$ cat src/rtl/mult_iter_pkg.sv
// Shared types and helpers for the iterative HI/LO multiplier.
package mult_iter_pkg;

  typedef enum logic [1:0] {
    IDLE = 2'd0,
    CALC = 2'd1,
    FIX  = 2'd2,
    DONE = 2'd3
  } state_e;

  localparam logic [1:0] ACC_NONE = 2'b00;
  localparam logic [1:0] ACC_MADD = 2'b01;
  localparam logic [1:0] ACC_MSUB = 2'b10;

  // Widest operand abs_w() can handle; callers extend into this width first.
  localparam int unsigned MAXW = 128;

  function automatic logic [MAXW-1:0] abs_w(input logic [MAXW-1:0] x);
    return x[MAXW-1] ? ('0 - x) : x;
  endfunction

endpackage

$ cat src/rtl/mult_iter_if.sv
// Request/result handshake bundle for mult_iter; MULT_ACC_EN adds the accumulate operands.
interface mult_iter_if #(
  parameter int unsigned W = 32
);
  logic         i_valid;
  logic         o_ready;
  logic [W-1:0] i_opr1;
  logic [W-1:0] i_opr2;
  logic         i_is_unsigned;
  logic         i_flush;
  logic         o_valid;
  logic         i_ready;
  logic [W-1:0] o_hi_result;
  logic [W-1:0] o_lo_result;
`ifdef MULT_ACC_EN
  logic [1:0]   i_acc_mode;
  logic [W-1:0] i_acc_hi;
  logic [W-1:0] i_acc_lo;
`endif

  modport slave (
    input  i_valid, i_opr1, i_opr2, i_is_unsigned, i_flush, i_ready,
`ifdef MULT_ACC_EN
    input  i_acc_mode, i_acc_hi, i_acc_lo,
`endif
    output o_ready, o_valid, o_hi_result, o_lo_result
  );

  modport master (
    output i_valid, i_opr1, i_opr2, i_is_unsigned, i_flush, i_ready,
`ifdef MULT_ACC_EN
    output i_acc_mode, i_acc_hi, i_acc_lo,
`endif
    input  o_ready, o_valid, o_hi_result, o_lo_result
  );

endinterface

$ cat src/rtl/mult_iter_step.sv
// One radix-2^STEP partial-product step: acc_o = acc_i + (mag1 * digit) << (cnt*STEP).
module mult_iter_step #(
  parameter int unsigned W    = 32,
  parameter int unsigned STEP = 2,
  parameter int unsigned CW   = 5
) (
  input  logic [W-1:0]    mag1_i,
  input  logic [STEP-1:0] digit_i,
  input  logic [CW-1:0]   cnt_i,
  input  logic [2*W-1:0]  acc_i,
  output logic [2*W-1:0]  acc_o
);

  logic [2*W-1:0] part;

  assign part  = {{W{1'b0}}, mag1_i} * {{(2*W-STEP){1'b0}}, digit_i};
  assign acc_o = acc_i + (part << (cnt_i * STEP));

endmodule

$ cat src/rtl/mult_iter.sv
// Multi-cycle signed/unsigned W x W -> 2W multiplier, STEP multiplier bits per cycle.
// Optional MADD/MSUB accumulate enabled by defining MULT_ACC_EN.
module mult_iter
  import mult_iter_pkg::*;
#(
  parameter int unsigned W    = 32,
  parameter int unsigned STEP = 2
) (
  input logic      i_clk,
  input logic      i_rst_n,
  mult_iter_if.slave bus
);

  localparam int unsigned NITER = W / STEP;
  localparam int unsigned CW    = $clog2(NITER + 1);

  if ((W % STEP) != 0) begin : g_bad_step
    $error("mult_iter: W must be a multiple of STEP");
  end
  if (W > MAXW) begin : g_bad_width
    $error("mult_iter: W exceeds MAXW");
  end

  state_e         state_q, state_d;
  logic [W-1:0]   mag1_q, mag1_d;
  logic [W-1:0]   mplr_q, mplr_d;
  logic           neg_q, neg_d;
  logic [2*W-1:0] acc_q, acc_d;
  logic [CW-1:0]  cnt_q, cnt_d;
  logic [W-1:0]   hi_q, hi_d;
  logic [W-1:0]   lo_q, lo_d;
  logic           valid_q, valid_d;
`ifdef MULT_ACC_EN
  logic [1:0]     amode_q, amode_d;
  logic [2*W-1:0] aval_q, aval_d;
`endif

  logic           accept;
  logic [MAXW-1:0] opr1_x, opr2_x;
  logic [2*W-1:0] step_acc;
  logic [2*W-1:0] prod;
  logic [2*W-1:0] result;

  // State register
  always_ff @(posedge i_clk) begin
    if (!i_rst_n) state_q <= IDLE;
    else          state_q <= state_d;
  end

  // Next-state logic; flush overrides every transition
  always_comb begin
    state_d = state_q;
    if (bus.i_flush) begin
      state_d = IDLE;
    end else begin
      unique case (state_q)
        IDLE:    if (bus.i_valid) state_d = CALC;
        CALC:    if (cnt_q == CW'(NITER - 1)) state_d = FIX;
        FIX:     state_d = DONE;
        DONE:    if (bus.i_ready) state_d = IDLE;
        default: state_d = IDLE;
      endcase
    end
  end

  // Outputs
  always_comb begin
    bus.o_ready     = (state_q == IDLE);
    bus.o_valid     = valid_q;
    bus.o_hi_result = hi_q;
    bus.o_lo_result = lo_q;
  end

  assign accept = (state_q == IDLE) && bus.i_valid && !bus.i_flush;

  // Extend into the helper's width so abs_w() also covers the most-negative value
  assign opr1_x = bus.i_is_unsigned ? MAXW'(bus.i_opr1) : MAXW'($signed(bus.i_opr1));
  assign opr2_x = bus.i_is_unsigned ? MAXW'(bus.i_opr2) : MAXW'($signed(bus.i_opr2));

  mult_iter_step #(
    .W    (W),
    .STEP (STEP),
    .CW   (CW)
  ) u_step (
    .mag1_i  (mag1_q),
    .digit_i (mplr_q[STEP-1:0]),
    .cnt_i   (cnt_q),
    .acc_i   (acc_q),
    .acc_o   (step_acc)
  );

  assign prod = neg_q ? ('0 - acc_q) : acc_q;

  always_comb begin
    result = prod;
`ifdef MULT_ACC_EN
    unique case (amode_q)
      ACC_MADD: result = aval_q + prod;
      ACC_MSUB: result = aval_q - prod;
      default:  result = prod;
    endcase
`endif
  end

  // Datapath next-state
  always_comb begin
    mag1_d  = mag1_q;
    mplr_d  = mplr_q;
    neg_d   = neg_q;
    acc_d   = acc_q;
    cnt_d   = cnt_q;
    hi_d    = hi_q;
    lo_d    = lo_q;
    valid_d = valid_q;
`ifdef MULT_ACC_EN
    amode_d = amode_q;
    aval_d  = aval_q;
`endif
    if (accept) begin
      mag1_d = W'(abs_w(opr1_x));
      mplr_d = W'(abs_w(opr2_x));
      neg_d  = ~bus.i_is_unsigned & (bus.i_opr1[W-1] ^ bus.i_opr2[W-1]);
      acc_d  = '0;
      cnt_d  = '0;
`ifdef MULT_ACC_EN
      amode_d = bus.i_acc_mode;
      aval_d  = {bus.i_acc_hi, bus.i_acc_lo};
`endif
    end
    if (state_q == CALC) begin
      acc_d  = step_acc;
      mplr_d = mplr_q >> STEP;
      cnt_d  = cnt_q + 1'b1;
    end
    if (state_q == FIX) begin
      hi_d    = result[2*W-1:W];
      lo_d    = result[W-1:0];
      valid_d = 1'b1;
    end
    if (state_q == DONE && bus.i_ready) valid_d = 1'b0;
    if (bus.i_flush) valid_d = 1'b0;
  end

  always_ff @(posedge i_clk) begin
    if (!i_rst_n) begin
      mag1_q  <= '0;
      mplr_q  <= '0;
      neg_q   <= 1'b0;
      acc_q   <= '0;
      cnt_q   <= '0;
      hi_q    <= '0;
      lo_q    <= '0;
      valid_q <= 1'b0;
`ifdef MULT_ACC_EN
      amode_q <= '0;
      aval_q  <= '0;
`endif
    end else begin
      mag1_q  <= mag1_d;
      mplr_q  <= mplr_d;
      neg_q   <= neg_d;
      acc_q   <= acc_d;
      cnt_q   <= cnt_d;
      hi_q    <= hi_d;
      lo_q    <= lo_d;
      valid_q <= valid_d;
`ifdef MULT_ACC_EN
      amode_q <= amode_d;
      aval_q  <= aval_d;
`endif
    end
  end

endmodule
$ cat src/flat_wrapper.sv
// flat-port wrapper written by rule: the top's interface ports become plain ports
module mult_iter_flat import mult_iter_pkg::*;
#(
  parameter int unsigned W    = 32,
  parameter int unsigned STEP = 2
)
  (i_clk, i_rst_n, bus_i_valid, bus_i_opr1, bus_i_opr2, bus_i_is_unsigned, bus_i_flush, bus_i_ready, bus_o_ready, bus_o_valid, bus_o_hi_result, bus_o_lo_result);
  mult_iter_if #(.W(W)) bus_i ();
  input logic i_clk;
  input logic i_rst_n;
  input wire logic [$bits(bus_i.i_valid)-1:0] bus_i_valid;
  input wire logic [$bits(bus_i.i_opr1)-1:0] bus_i_opr1;
  input wire logic [$bits(bus_i.i_opr2)-1:0] bus_i_opr2;
  input wire logic [$bits(bus_i.i_is_unsigned)-1:0] bus_i_is_unsigned;
  input wire logic [$bits(bus_i.i_flush)-1:0] bus_i_flush;
  input wire logic [$bits(bus_i.i_ready)-1:0] bus_i_ready;
  output wire logic [$bits(bus_i.o_ready)-1:0] bus_o_ready;
  output wire logic [$bits(bus_i.o_valid)-1:0] bus_o_valid;
  output wire logic [$bits(bus_i.o_hi_result)-1:0] bus_o_hi_result;
  output wire logic [$bits(bus_i.o_lo_result)-1:0] bus_o_lo_result;
  assign bus_i.i_valid = bus_i_valid;
  assign bus_i.i_opr1 = bus_i_opr1;
  assign bus_i.i_opr2 = bus_i_opr2;
  assign bus_i.i_is_unsigned = bus_i_is_unsigned;
  assign bus_i.i_flush = bus_i_flush;
  assign bus_i.i_ready = bus_i_ready;
  assign bus_o_ready = bus_i.o_ready;
  assign bus_o_valid = bus_i.o_valid;
  assign bus_o_hi_result = bus_i.o_hi_result;
  assign bus_o_lo_result = bus_i.o_lo_result;
  mult_iter #(.W(W), .STEP(STEP)) u_core (.i_clk(i_clk), .i_rst_n(i_rst_n), .bus(bus_i));
endmodule
$ cat config.mk
export PLATFORM = sky130hd
export DESIGN_NAME = mult_iter_flat
export DESIGN_NICKNAME = d
export VERILOG_FILES = /design/src/rtl/mult_iter_pkg.sv /design/src/rtl/mult_iter_if.sv /design/src/rtl/mult_iter_step.sv /design/src/rtl/mult_iter.sv /design/src/flat_wrapper.sv
export SDC_FILE = /design/constraint.sdc
export NUM_CORES = 1
export LEC_CHECK = 0
export BUFFER_PORTS_ARGS = -buffer_cell sky130_fd_sc_hd__buf_2
export CELL_PAD_IN_SITES_DETAIL_PLACEMENT = 0
export CELL_PAD_IN_SITES_GLOBAL_PLACEMENT = 2
export CORE_MARGIN = 3
export CORE_UTILIZATION = 37
export CTS_BUF_LIST = sky130_fd_sc_hd__clkbuf_4
export CTS_CLUSTER_DIAMETER = 200
export DETAILED_ROUTE_END_ITERATION = 12
export GPL_ROUTABILITY_DRIVEN = 0
export PLACE_DENSITY = 0.82
export SLEW_MARGIN = 40
export SYNTH_ARGS = -nofsm -noshare
export SYNTH_HDL_FRONTEND = slang
export SYNTH_HIERARCHICAL = 1
export SYNTH_SLANG_ARGS = --single-unit
export TNS_END_PERCENT = 20
$ cat constraint.sdc
create_clock -name i_clk -period 8.1 [get_ports i_clk]
set_clock_uncertainty 0.15 [all_clocks]
set_input_delay 1.62 -clock i_clk [delete_from_list [all_inputs] [get_ports i_clk]]
set_output_delay 1.62 -clock i_clk [all_outputs]
set_load 0.02 [all_outputs]
==> results.py, run 1 <==
metrics = {
    "run_status": {
        "outcome": "finished, final reports clean",
    },
    "worst_setup_path": {
        "crit_path_start_kind": "flop",
        "worst_ep_required_time_ns": 8.56,
        "rr_worst_depth": 26,
        "r2r_start": "u_core/mplr_q[1]",
        "arrival_ns": 7.82,
        "end_kind": "flop",
        "path_class": "reg2reg",
        "r2r_setup_slack_ns": 0.74,
        "rr_endpoint": "u_core/acc_q[63]",
        "crit_path_max_fanout": 33,
    },
    "cts": {
        "cts.sinks": 201,
        "cts_buffers": 59,
        "htreeDepth": 2,
        "cts.clk_slew.worst_paths_ns": 0.07,
        "clk-insertion-delay-late_ns": 0.82,
        "cts-hold-fix-buffers": 0,
        "clockRootBuffer": "clkbuf_4",
        "cts_buffer_depth": 3,
        "cts_tree": "built",
    },
    "synthesis": {
        "syn_area_um2": 19000,
        "synth_ff_type": "dfxtp_1",
        "netlist_instances": 2644,
        "avgSynthCellArea_um2": 7.18,
        "synth_top_area_share_pct": 21.2,
        "yosys.area.top_type": "dfxtp_1",
        "synth_edf_count": 0,
        "synth-async-reset-ratio_pct": 0,
        "synth_warnings": 6,
        "synth_nets": 2820,
        "synth_area_leaders": "dfxtp_1 (21%), a21oi_1 (7.3%), ha_1 (6.9%)",
        "yosysSeqAreaShare_pct": 21.2,
        "synth.distinct_cells": 94,
        "ys_seq_elements": 201,
    },
    "detailed_routing": {
        "dr_wl_met2_um": 31700,
        "m1WireLength_um": 29600,
        "drcViolationCount": 0,
        "wl_um": 67100,
        "drtPass1Iterations": 5,
        "postRouteAntennaNets": 0,
        "wl_per_cell_um": 19.7,
        "drt_iter0_drc": 1329,
        "vias": 19700,
        "top_layer": "met5",
        "viasPerCell": 5.77,
        "wl_met3_um": 3140,
    },
    "floorplanning": {
        "dieArea_um2": 54100,
        "core_um2": 50400,
        "die_y_um": 233,
        "die_x_um": 233,
        "start_util_pct": 37.7,
        "ioPinCount": 136,
        "rows": 82,
    },
    "sta": {
        "hold_viol": 0,
        "tightest_slew_ns": 0.842,
        "maxSlewViolCount": 0,
        "setup_tns_ns": 0,
        "relSlewSlack_pct": 43.4,
        "rsz0062_at_grt": "false",
        "setup_viol": 0,
        "fmax_mhz": 136,
        "period_share_pct": 90.9,
        "whs_ns": 0.297,
        "post-route-min-period_ns": 7.36,
    },
    "grt": {
        "grt_pass1_wl_um": 106000,
        "grt_start_max_net_pins": 91,
        "grt_pass1_vias": 18900,
        "gr-usage-all-layers_pct": 24.3,
        "grt_overflow": 0,
        "antenna_found_initial": 3,
    },
    "job": {
        "max_cap_viol_count": 0,
    },
    "hold_path": {
        "holdPathStages": 2,
        "hold_start": "u_core/bus.o_lo_result[24]",
        "hold_end": "u_core/bus.o_lo_result[24]",
        "hp-class": "reg2reg",
    },
    "pwr": {
        "power_density_nw_per_um2": 116,
        "p_leak_nw": 9.34,
        "peakVddDrop_v": 0.0000728,
        "total_power_mw": 2.43,
    },
    "final_layout": {
        "n_fill_cell": 5377,
        "drive_gt1_share_pct": 12.4,
        "seq_area_um2": 4030,
        "nNetsFinal": 2867,
        "syn2layout_area_growth_pct": 10.1,
        "mostFrequentLayoutCells": "nor2_1 (334), a21oi_1 (277), nand2_1 (256)",
        "final_common_cell": "nor2_1",
        "multi_input_area_um2": 14100,
    },
    "placed_design": {
        "hpwl_um": 52000,
        "io_buffers": 135,
    },
}
## logic make-up (layout without fill, tap and decap cells)
| logic type | Yosys count | count (layout) | synth area share, % |
|---|---|---|---|
| xor+xnor | 198 | 198 | 9.14 |
| compound gates | 852 | 852 | 28.9 |
| mux | 59 | 59 | 3.97 |
| fa+ha+maj | 106 | 106 | 7.07 |
| buf+inv | 233 | 327 | 4.65 |
| other cells | 0 | 2 | 0 |
| flops | 201 | 201 | 21.2 |
| simple gates | 995 | 995 | 25.0 |
## through the flow
step	util, %	area [µm²]	cells	setup WS [ns]
2_1_floorplan	-	19000	2644	1.95
3_3_place_gp	39.8	20100	3301	0.203
3_5_place_dp	39.9	20100	3301	0.179
4_1_cts	41.4	20800	3409	0.110
5_1_grt	41.5	20900	3412	0.102
6_report	41.5	20900	3412	0.738
## worst max-delay path, cell delays in order (launching register included)
cell,delay [ns]
dfxtp_2,0.59
and2_1,0.20
ha_1,0.29
a21o_1,0.18
a21oi_1,0.23
nor2_1,0.10
a221oi_2,0.46
a21oi_1,0.12
nand3b_1,0.32
mux4_2,0.55
mux2i_1,0.34
o21ai_0,0.18
nor2_1,0.19
ha_1,0.35
a21o_1,0.23
o21bai_1,0.17
a221oi_1,0.48
nor2_1,0.13
a31oi_1,0.28
a21oi_1,0.12
or2_2,0.35
a221oi_1,0.43
a211o_1,0.24
o21ai_0,0.12
xor2_1,0.15
a21oi_1,0.15
nor2_1,0.05
## how the worst max path moves through the flow
stage,from,to,cells after the start
final,u_core/mplr_q[1],u_core/acc_q[63],26
after global routing,u_core/mplr_q[1],u_core/acc_q[63],29
after floorplan,u_core/mplr_q[0],u_core/acc_q[62],28
after global placement,u_core/mplr_q[1],u_core/acc_q[63],28
after CTS,u_core/mplr_q[1],u_core/acc_q[63],28
after detailed placement,u_core/mplr_q[1],u_core/acc_q[63],28
## area by class of cell
class	count	share of cell area [%]
repair buffers	165	4.39
clock buffers	78	2.80
diodes	2	0.0240
flip-flops and latches	201	19.3
clock inverters	30	0.862
well taps	672	4.02
inverters	54	0.982
multi-input cells	2210	67.6
## power by group
| group | switching [mW] | leakage [nW] | internal, mW |
|---|---|---|---|
| clock network | 0.483 | 0.453 | 0.516 |
| logic | 0.255 | 7.26 | 0.132 |
| registers | 0.0252 | 1.63 | 1.02 |
## what timing repair did
item / CTS / global route
gates resized for setup: 0 / 4
setup endpoints to repair: 0 / 7
buffers inserted: 0 / 0
## synthesized netlist by cell type, types with 10 or more instances
cell and n:
mux2i_1 37, a211oi_1 55, xor2_1 120, a21o_1 81, clkbuf_1 150, ha_1 104
o31ai_1 29, o21bai_1 19, nor2_1 335, and2_1 81, a21oi_1 277, o41ai_1 19
o22ai_1 16, mux2_2 10, o21a_1 11, nor3_1 51, buf_1 22, dfxtp_1 201
nor4_1 25, o211ai_1 15, nand2b_1 21, nand4_1 32, nor2b_1 19, a211o_1 11
or3_1 35, xnor2_1 78, a31oi_1 24, nand2_1 256, inv_1 50, o21ai_1 13
mux4_2 12, or4_1 16, or2_2 13, o21ai_0 176, nand3_1 55, and3_1 18
## sequential cells by signal (all words and copies together) (netlist names)
name,cells
u_core/mplr_q,32
u_core/cnt_q,5
u_core/bus.o_lo_result,32
u_core/acc_q,64
u_core/state_q,2
u_core/mag1_q,32
u_core/neg_q,1
u_core/bus.o_hi_result,32
u_core/bus.o_valid,1
## per-layer routing
| layer | GRT usage [%] | vias to the layer above |
|---|---|---|
| met5 | 0 | - |
| met3 | 3.07 | 143 |
| met4 | 9.57 | 2 |
| met1 | 31.2 | 9269 |
| li1 | - | 9716 |
| met2 | 41.4 | 548 |
(Power assumes the default switching activity.)
==> run 2, diff against run 1 <==
--- a/config.mk
+++ b/config.mk
@@ -16,5 +16,4 @@
 export GPL_ROUTABILITY_DRIVEN = 0
 export PLACE_DENSITY = 0.82
-export SLEW_MARGIN = 40
 export SYNTH_ARGS = -nofsm -noshare
 export SYNTH_HDL_FRONTEND = slang
--- a/constraint.sdc
+++ b/constraint.sdc
@@ -3,3 +3,3 @@
 set_input_delay 1.62 -clock i_clk [delete_from_list [all_inputs] [get_ports i_clk]]
 set_output_delay 1.62 -clock i_clk [all_outputs]
-set_load 0.02 [all_outputs]
+set_load 0.1 [all_outputs]
==> run 2 against run 1 <==
Compared with the run above:
- final area shrank 0.50%
- fmax fell by 1.4%
- worst hold slack improved by 0.00096 ns
- routed wire length increased by 0.49%
- sequential power about the same
- flip-flop and latch count unchanged
- die area is the same
- sequential share of layout area up 0.096 points
- combinational power up 8.5%
- clock power down 5.1%
- critical endpoint unchanged
==> results.py, run 2 (synthesis results as in run 1) <==
metrics = {
    "worst_setup_path": {
        "r2r_start": "u_core/mplr_q[1]",
        "cpMostUsedCell": "a21oi_1",
        "crit_start": "u_core/mplr_q[1]",
        "worst_ep_required_time_ns": 8.59,
        "slowest_delay_ns": 0.59,
        "critPathSlowestCell": "dfxtp_2",
        "arrival_ns": 7.95,
        "crit_path_max_fanout": 33,
        "crit_path_start_kind": "flop",
        "path_class": "reg2reg",
        "end_kind": "flop",
    },
    "pwr": {
        "p_switching_mw": 0.798,
        "p_leak_nw": 9.29,
        "p_seq_share_pct": 43.3,
        "p_int_mw": 1.61,
        "switching_share_pct": 33.1,
        "p_comb_share_pct": 17.4,
        "power_density_nw_per_um2": 116,
        "clkPwrFrac_pct": 39.3,
        "peakVddDrop_v": 0.0000798,
    },
    "sta": {
        "fmax_mhz": 134,
        "setup_tns_ns": 0,
        "hold_viol": 0,
        "tightest_slew_ns": 1.20,
        "relSlewSlack_pct": 19.9,
        "period_share_pct": 92.2,
        "maxSlewViolCount": 0,
        "rsz0062_at_grt": "false",
        "post-route-min-period_ns": 7.46,
        "setup_viol": 0,
    },
    "hold_path": {
        "hp-class": "reg2reg",
        "hold_start": "u_core/bus.o_hi_result[25]",
    },
    "final_layout": {
        "instances_no_fill": 3405,
        "regMostFlops": "u_core/acc_q",
        "postLayoutCoreUtil_pct": 41.3,
        "nNetsFinal": 2865,
        "largest_register_ffs": 64,
        "final_common_cell": "nor2_1",
        "syn2layout_area_growth_pct": 9.52,
        "drive_gt1_share_pct": 12.2,
        "mostFrequentLayoutCells": "nor2_1 (334), a21oi_1 (277), nand2_1 (256)",
    },
    "cts": {
        "clk-insertion-delay-late_ns": 0.81,
        "cts_tree": "built",
        "cts_buffer_depth": 3,
        "clockRootBuffer": "clkbuf_4",
        "cts.clk_slew.worst_paths_ns": 0.07,
        "cts.sinks": 201,
        "cts_buffers": 58,
        "htreeDepth": 2,
    },
    "floorplanning": {
        "rows": 82,
        "die_x_um": 233,
        "start_util_pct": 37.7,
        "dieArea_um2": 54100,
        "core_um2": 50400,
        "ioPinCount": 136,
        "die_y_um": 233,
    },
    "detailed_routing": {
        "drtPass1Iterations": 5,
        "wl_um": 67400,
        "wl_per_cell_um": 19.8,
        "vias": 19700,
        "viasPerCell": 5.78,
        "drcViolationCount": 0,
        "drt_iter0_drc": 1229,
        "postRouteAntennaNets": 0,
    },
    "grt": {
        "antenna_found_initial": 3,
        "gr-usage-all-layers_pct": 24.4,
        "grt_start_max_net_pins": 91,
        "grt_pass1_wl_um": 106000,
        "grt_overflow": 0,
        "grt_pass1_vias": 18900,
    },
    "placed_design": {
        "numPlacedInstances": 3301,
        "io_buffers": 135,
        "hpwl_um": 51900,
    },
    "run_status": {
        "outcome": "finished, final reports clean",
    },
    "job": {
        "max_cap_viol_count": 0,
    },
}
==> run 2: changes by cell type in the layout (fill, tap and decap cells not counted), moves of 2 or more <==
cell	previous run	this run
clkinv_1	21	16
clkbuf_4	78	82
clkinv_2	8	4
bufinv_16	2	0
nor2b_1	17	19
nor2b_2	2	0
==> run 2: power by group through the flow <==
stage | Sequential, mW | Clock, mW | Combinational [mW]
5_1_grt | 1.05 | 1.04 | 0.460
3_5_place_dp | 1.07 | 0 | 0.418
2_1_floorplan | 1.09 | 0 | 0.264
6_report | 1.04 | 0.948 | 0.420
4_1_cts | 1.04 | 0.994 | 0.420
3_3_place_gp | 1.07 | 0 | 0.415
==> run 2: final timing paths <==
kind | end | slack [ns] | cells past startpoint
max | u_core/acc_q[63] | 0.64 | 28
min | u_core/bus.o_hi_result[25] | 0.30 | 2
max reg2reg | u_core/acc_q[63] | 0.64 | 28
min reg2reg | u_core/bus.o_hi_result[25] | 0.30 | 2
==> run 2: worst max-delay path, delay by kind of cell (launching register included) <==
family / cells / cell delay (ns)
AOI/OAI and AO/OA: 16 / 4.11
xor gates and xnor gates: 2 / 0.45
adders and majority gates: 2 / 0.63
buffers and inverters: 1 / 0.09
DFF: 1 / 0.59
muxes: 2 / 0.39
and+or+nand+nor: 5 / 0.86
==> run 2: cell type report <==
class / count / area, µm²
Multi-Input combinational cell: 2210 / 14100
Sequential cell: 201 / 4030
Clock inverter: 20 / 88.8
Clock buffer: 82 / 616
Fill cell: 5385 / 29600
Antenna cell: 2 / 5.00
Tap cell: 672 / 841
Inverter: 54 / 205
Timing Repair Buffer: 164 / 893
==> run 2: timing repair <==
item / 4_1_cts / 5_1_grt
setup endpoints to repair: 0 / 11
resized for setup: 0 / 4
setup buffers: 0 / 0
hold buffers: 0 / 0
==> run 2: per-layer routing <==
layer,vias up,share of wire (%),track usage [%],routed length [µm]
met1,9291,45,31.4,30200
met2,562,47,41.8,31900
met4,2,3.4,8.49,2310
li1,9696,-,-,-
met3,127,4.4,3.34,2980
met5,-,0.019,0,13
==> run 2: metrics by stage <==
stage	instance area (µm²)	setup slack [ns]	total power [mW]	hold slack, ns
floorplan	19000	1.95	1.36	0.286
global placement	20100	0.203	1.48	0.281
detailed placement	20100	0.175	1.48	0.287
CTS	20800	0.112	2.46	0.305
global route	20800	0.0145	2.55	0.318
finish	20800	0.635	2.41	0.298
